[config.mk]
export PLATFORM = sky130hd
export DESIGN_NAME = vote_round_ctrl
export DESIGN_NICKNAME = d
export VERILOG_FILES = /design/src/rtl/vote_pkg.sv /design/src/rtl/btn_sync_edge.sv /design/src/rtl/voter_33.sv /design/src/rtl/vote_round_ctrl.sv
export SDC_FILE = /design/constraint.sdc
export NUM_CORES = 1
export LEC_CHECK = 0
export CAP_MARGIN = 20
export CORE_MARGIN = 1.5
export CORE_UTILIZATION = 30
export CTS_CLUSTER_DIAMETER = 120
export DETAILED_ROUTE_END_ITERATION = 10
export SLEW_MARGIN = 40
export SYNTH_ARGS = -nofsm -noshare
export SYNTH_HDL_FRONTEND = slang
export SYNTH_HIERARCHICAL = 1
export SYNTH_SLANG_ARGS = --single-unit
[constraint.sdc]
create_clock -name clk -period 1.9 [get_ports clk]
set_input_delay 0.38 -clock clk [delete_from_list [all_inputs] [get_ports clk]]
set_output_delay 0.38 -clock clk [all_outputs]
set_load 0.005 [all_outputs]
[src/rtl/vote_pkg.sv]
// Shared types and constants for the voting round controller.
// State encoding, the all-voted mask and a 3-bit popcount helper.
package vote_pkg;

  typedef enum logic [1:0] {
    IDLE   = 2'd0,
    VOTING = 2'd1,
    TALLY  = 2'd2,
    SHOW   = 2'd3
  } state_t;

  localparam logic [2:0] ALL_VOTED = 3'b111;

  function automatic logic [1:0] popcnt3(input logic [2:0] v);
    return 2'(v[0]) + 2'(v[1]) + 2'(v[2]);
  endfunction

endpackage

[src/rtl/btn_sync_edge.sv]
// Two-flop synchronizer followed by a rising-edge pulse generator.
// Ports: clk, rst (async high), btn_i raw button, rise_o one-cycle pulse.
module btn_sync_edge (
  input  logic clk,
  input  logic rst,
  input  logic btn_i,
  output logic rise_o
);

  logic s1_q;
  logic s2_q;
  logic prev_q;

  always_ff @(posedge clk or posedge rst) begin
    if (rst) begin
      s1_q   <= 1'b0;
      s2_q   <= 1'b0;
      prev_q <= 1'b0;
    end else begin
      s1_q   <= btn_i;
      s2_q   <= s1_q;
      prev_q <= s2_q;
    end
  end

  // Driven only from flops, so no input reaches the output combinationally.
  assign rise_o = s2_q & ~prev_q;

endmodule

[src/rtl/voter_33.sv]
// Three-input majority voter (2-of-3).
// Ports: a, b, c votes in; y high when at least two are high.
module voter_33 (
  input  logic a,
  input  logic b,
  input  logic c,
  output logic y
);

  assign y = (a & b) | (a & c) | (b & c);

endmodule

[src/rtl/vote_round_ctrl.sv]
// Timed three-judge voting round: window, one-cycle tally, result display.
// Ports: clk, rst, start, btn_a/b/c in; busy, voting, voted, result_valid, pass, yes_cnt out.
module vote_round_ctrl
  import vote_pkg::*;
#(
  parameter int WINDOW_CYCLES = 50,
  parameter int SHOW_CYCLES   = 20,
  parameter int CNT_W         = 16
) (
  input  logic       clk,
  input  logic       rst,
  input  logic       start,
  input  logic       btn_a,
  input  logic       btn_b,
  input  logic       btn_c,
  output logic       busy,
  output logic       voting,
  output logic [2:0] voted,
  output logic       result_valid,
  output logic       pass,
  output logic [1:0] yes_cnt
);

  localparam logic [CNT_W-1:0] WIN_LD  = CNT_W'(WINDOW_CYCLES - 1);
  localparam logic [CNT_W-1:0] SHOW_LD = CNT_W'(SHOW_CYCLES - 1);
  localparam logic [CNT_W-1:0] ONE     = CNT_W'(1);

  state_t           state_q;
  logic [CNT_W-1:0] cnt_q;
  logic [2:0]       voted_q;
  logic [2:0]       voted_d;
  logic [2:0]       rise;
  logic             busy_q;
  logic             voting_q;
  logic             rv_q;
  logic             pass_q;
  logic [1:0]       yes_q;
  logic             maj;

  btn_sync_edge u_sync_a (.clk(clk), .rst(rst), .btn_i(btn_a), .rise_o(rise[0]));
  btn_sync_edge u_sync_b (.clk(clk), .rst(rst), .btn_i(btn_b), .rise_o(rise[1]));
  btn_sync_edge u_sync_c (.clk(clk), .rst(rst), .btn_i(btn_c), .rise_o(rise[2]));

  voter_33 u_voter (.a(voted_q[0]), .b(voted_q[1]), .c(voted_q[2]), .y(maj));

  // Sticky votes; only consumed while VOTING, so edges elsewhere are dropped.
  always_comb begin
    voted_d = voted_q | rise;
  end

  always_ff @(posedge clk or posedge rst) begin
    if (rst) begin
      state_q  <= IDLE;
      cnt_q    <= '0;
      voted_q  <= '0;
      busy_q   <= 1'b0;
      voting_q <= 1'b0;
      rv_q     <= 1'b0;
      pass_q   <= 1'b0;
      yes_q    <= '0;
    end else begin
      rv_q <= 1'b0;
      unique case (state_q)
        IDLE: begin
          if (start) begin
            state_q  <= VOTING;
            voted_q  <= '0;
            cnt_q    <= WIN_LD;
            busy_q   <= 1'b1;
            voting_q <= 1'b1;
          end
        end
        VOTING: begin
          voted_q <= voted_d;
          // Close on timeout or once every judge has voted, this cycle included.
          if (cnt_q == '0 || voted_d == ALL_VOTED) begin
            state_q  <= TALLY;
            voting_q <= 1'b0;
          end else begin
            cnt_q <= cnt_q - ONE;
          end
        end
        TALLY: begin
          pass_q  <= maj;
          yes_q   <= popcnt3(voted_q);
          rv_q    <= 1'b1;
          cnt_q   <= SHOW_LD;
          state_q <= SHOW;
        end
        SHOW: begin
          if (cnt_q == '0) begin
            state_q <= IDLE;
            busy_q  <= 1'b0;
          end else begin
            cnt_q <= cnt_q - ONE;
          end
        end
        default: state_q <= IDLE;
      endcase
    end
  end

  assign busy         = busy_q;
  assign voting       = voting_q;
  assign voted        = voted_q;
  assign result_valid = rv_q;
  assign pass         = pass_q;
  assign yes_cnt      = yes_q;

endmodule
==> summary.log <==
[run_status] status finished, violations left
[run_status] failing checks negative setup slack
[die] I/O pin cnt 15
[die] number of rows created at floorplan 28
[detailed_routing] number of remaining DRC errors 0
[timing] number of endpoints with negative hold slack in the final report 0
[finish] commonest non-fill, non-tap cell in the layout sky130_fd_sc_hd__buf_4
[clock_tree] clock sink count 36
[clock_tree] maximum number of buffers from clock root to sink 2
[placed_design] Place WS -268 ps
[yosys] fraction of synthesized cell area taken by the top area cell type 0.493
[power_and_ir_drop] part of the power in registers 0.268
[clock_tree] latest clock arrival within the worst-skew pair 280 ps
[yosys] average size of a mapped cell 10.4 µm²
[yosys] number of enable flip-flop cells after synthesis 0
[detailed_routing] initial drt markers 90
[power_and_ir_drop] PwrDens 1540 mW/mm²
[finish] antenna fix cells 0
[power_and_ir_drop] Net Sw Frac 0.379
[setup_path] startpoint of the worst-slack reg-to-reg timing path state_q[0]
[power_and_ir_drop] part of the total power dissipated in the clock network 0.125
[timing] Clock Skews 7.71 ps
[global_routing] maximum number of pins on one net before global-route repair 28
[power_and_ir_drop] Cell Int Power 2.59 mW
[timing] count of final setup violators 10
[global_routing] antenna violations before repair 0
[run] maxcap violations 0
[power_and_ir_drop] Lkg Pwr 1.22 nW
[detailed_routing] average routed wire per standard cell 13.9 µm
[yosys] sequential share of the synthesized area 0.493
[die] die footprint 0.00656 mm²
[yosys] Synth area leader sky130_fd_sc_hd__dfrtp_1
[clock_tree] TritonCTS clock tree yes
[die] initial standard-cell utilization of the core 0.310
[die] placeable core area 0.00589 mm²
[timing] Max-Slew Margin vs Limit 0.751
[setup_path] Crit. End Element register
[timing] fmax 491 MHz
[power_and_ir_drop] maximum VDD drop 578 µV
[timing] worst path setup slack after routing -136 ps
[yosys] Post-Syn Area 0.00183 mm²
[placed_design] number of buffers added on ports 14
[yosys] FF+latch count, synth 36
[finish] Layout Utilization 0.459
[clock_tree] H-tree depth 2
[die] DIE WIDTH 81.0 µm
[detailed_routing] number of detailed-route iterations in the first pass 4
[setup_path] type of the worst setup path register to register
[clock_tree] count of hold buffers inserted by post-cts repair 0
[setup_path] type of element launching the critical path register
[yosys] Synthesis Warnings 6
[yosys] synthesized net count 188
[detailed_routing] drt total wl 4420 µm
[yosys] proportion of register bits with asynchronous set or reset after synthesis 1.00
[detailed_routing] overall via count from detail_route 1,560
[yosys] Unique masters post-synth 44
[finish] share of post-route cells with drive strength above 1 0.434
[finish] commonest non-fill, non-tap cells in the layout sky130_fd_sc_hd__buf_4 (48), sky130_fd_sc_hd__dfrtp_1 (33), sky130_fd_sc_hd__nor2_1 (15), sky130_fd_sc_hd__a21oi_1 (15), sky130_fd_sc_hd__clkdlybuf4s50_1 (14)
[placed_design] number of placed cells counting well taps 306
[setup_path] end of the worst register-to-register path cnt_q[9]
[setup_path] endpoint required time on the critical path 2090 ps
[timing] slew of the pin with the lowest slew margin 374 ps
[placed_design] Detail Placement HPWL 3060 µm
[timing] Slew Limit Fails 0
[global_routing] global-route wire length before repair 7240 µm
[placed_design] routability congestion estimate from global placement 0.819
[finish] Layout Nets 256
[setup_path] slack of the worst reg-to-reg path -140 ps
[clock_tree] cell at the root of the clock tree sky130_fd_sc_hd__clkbuf_8
[timing] RSZ-0062 raised after global routing true
[setup_path] CP max FO 7
[clock_tree] clk slew on worst S/H paths 70 ps
[yosys] gate count after technology mapping 175
[finish] Synth-to-Final Area Change 48.0%
[detailed_routing] post-detailed-route count of antenna-violating nets 0
[clock_tree] TritonCTS buffer count 5
[timing] post-route minimum period 2040 ps
[setup_path] cell depth of the worst flop-to-flop path 8
[timing] post-route clock period utilization 1.07
[power_and_ir_drop] fraction of power consumed by combinational cells 0.607
[hold_path] path class of the lowest-slack min-delay path input port to asynchronous set/reset pin
[detailed_routing] post-detailed-route via-to-cell ratio 4.89
[finish] final instance count without filler cells 319
[yosys] Area contributors post-synth sky130_fd_sc_hd__dfrtp_1 (49%), sky130_fd_sc_hd__o21ai_0 (5.2%), sky130_fd_sc_hd__a21oi_1 (4.1%)
[yosys] ys flop type sky130_fd_sc_hd__dfrtp_1
[power_and_ir_drop] Net Switching 1.58 mW
[global_routing] number of global-route vias before repair 1,522
[global_routing] GR Overflow Total 0
[setup_path] endpoint arrival time on the critical path 2230 ps
[global_routing] GRT Util Overall 0.144
[die] Die Span Y 81.0 µm
==> worst max-delay path: stages (launching register included) <==
cell	delay, ps
sky130_fd_sc_hd__dfrtp_2	390
sky130_fd_sc_hd__buf_6	130
sky130_fd_sc_hd__inv_2	60
sky130_fd_sc_hd__ha_4	160
sky130_fd_sc_hd__nor2b_4	130
sky130_fd_sc_hd__o32a_4	360
sky130_fd_sc_hd__or2_4	300
sky130_fd_sc_hd__buf_6	130
sky130_fd_sc_hd__o41ai_2	280
==> flip-flops by register name, summed over array words and instances (netlist names), 2 cells and up <==
register / cells
cnt_q: 16
voted: 3
state_q: 2
yes_cnt: 2
==> power groups by stage <==
stage / sequential, mW / clock (mW) / combinational (mW)
finish: 1.12 / 0.522 / 2.53
global route: 1.14 / 0.584 / 2.79
CTS: 1.11 / 0.540 / 2.32
detailed placement: 1.11 / 0 / 2.09
global placement: 1.10 / 0 / 2.06
floorplan: 1.14 / 0 / 1.11
==> cell families (layout without fill, tap and decap cells) <==
family | count (synthesis) | after routing | synth area share
AOI/OAI and AO/OA | 54 | 54 | 0.188
and+or+nand+nor | 53 | 53 | 0.180
DFF | 36 | 36 | 0.493
buffers and inverters | 17 | 86 | 0.0397
adders and majority gates | 8 | 8 | 0.0583
muxes | 7 | 7 | 0.0411
==> per-layer routing <==
metal  up-vias  track usage  wire length, µm
met5         -            0                0
met4         0       0.0414               24
met3         2       0.0270              106
met2        25        0.228             2160
met1       755        0.199             2130
li1        778            -                -
==> per-stage QoR <==
stage                     setup TNS [ps]  hold WS, ps  cell area, µm²  total power, mW
after floorplan                     -215          134            1870             2.25
after global placement             -2590          334            2430             3.16
after detailed placement           -2950          335            2430             3.20
after CTS                          -1040          339            2610             3.97
after global routing               -1580          364            2700             4.52
final                               -613          342            2700             4.17
==> how the worst max path moves through the flow <==
stage / depth (start not counted) / slack, ps / endpoint / startpoint
2_1_floorplan: 7 / -50 / cnt_q[11] / state_q[0]
3_3_place_gp: 7 / -230 / cnt_q[12] / start
3_5_place_dp: 7 / -270 / cnt_q[9] / start
4_1_cts: 7 / -130 / cnt_q[9] / state_q[1]
5_1_grt: 8 / -220 / cnt_q[9] / state_q[0]
6_report: 8 / -140 / cnt_q[9] / state_q[0]
==> cell type report <==
class,instances,area [µm²]
Inverter,11,41.3
Clock buffer,7,76.3
Multi-Input combinational cell,122,1020
Sequential cell,36,905
Tap cell,75,93.8
Timing Repair Buffer,67,557
Fill cell,570,3180
Clock inverter,1,5.00
==> synth_stat cells, drive strengths merged, types with 2 or more instances <==
cell	number
and4	2
o31ai	6
nand2	5
dfrtp	36
o41ai	4
inv	11
clkbuf	3
nor2b	4
o21ai	20
nor3	7
nand2b	2
nor2	16
or3	2
buf	3
mux2i	3
a21oi	15
or4	3
mux2	4
ha	6
nor4	5
or2	3
==> what timing repair did <==
action / in CTS / in global routing
pin swaps: 4 / 6
gates resized for setup: 18 / 21
setup buffers: 2 / 3
endpoints found under the setup margin: 17 / 18
No activity file was read; power rests on OpenSTA's default activity.
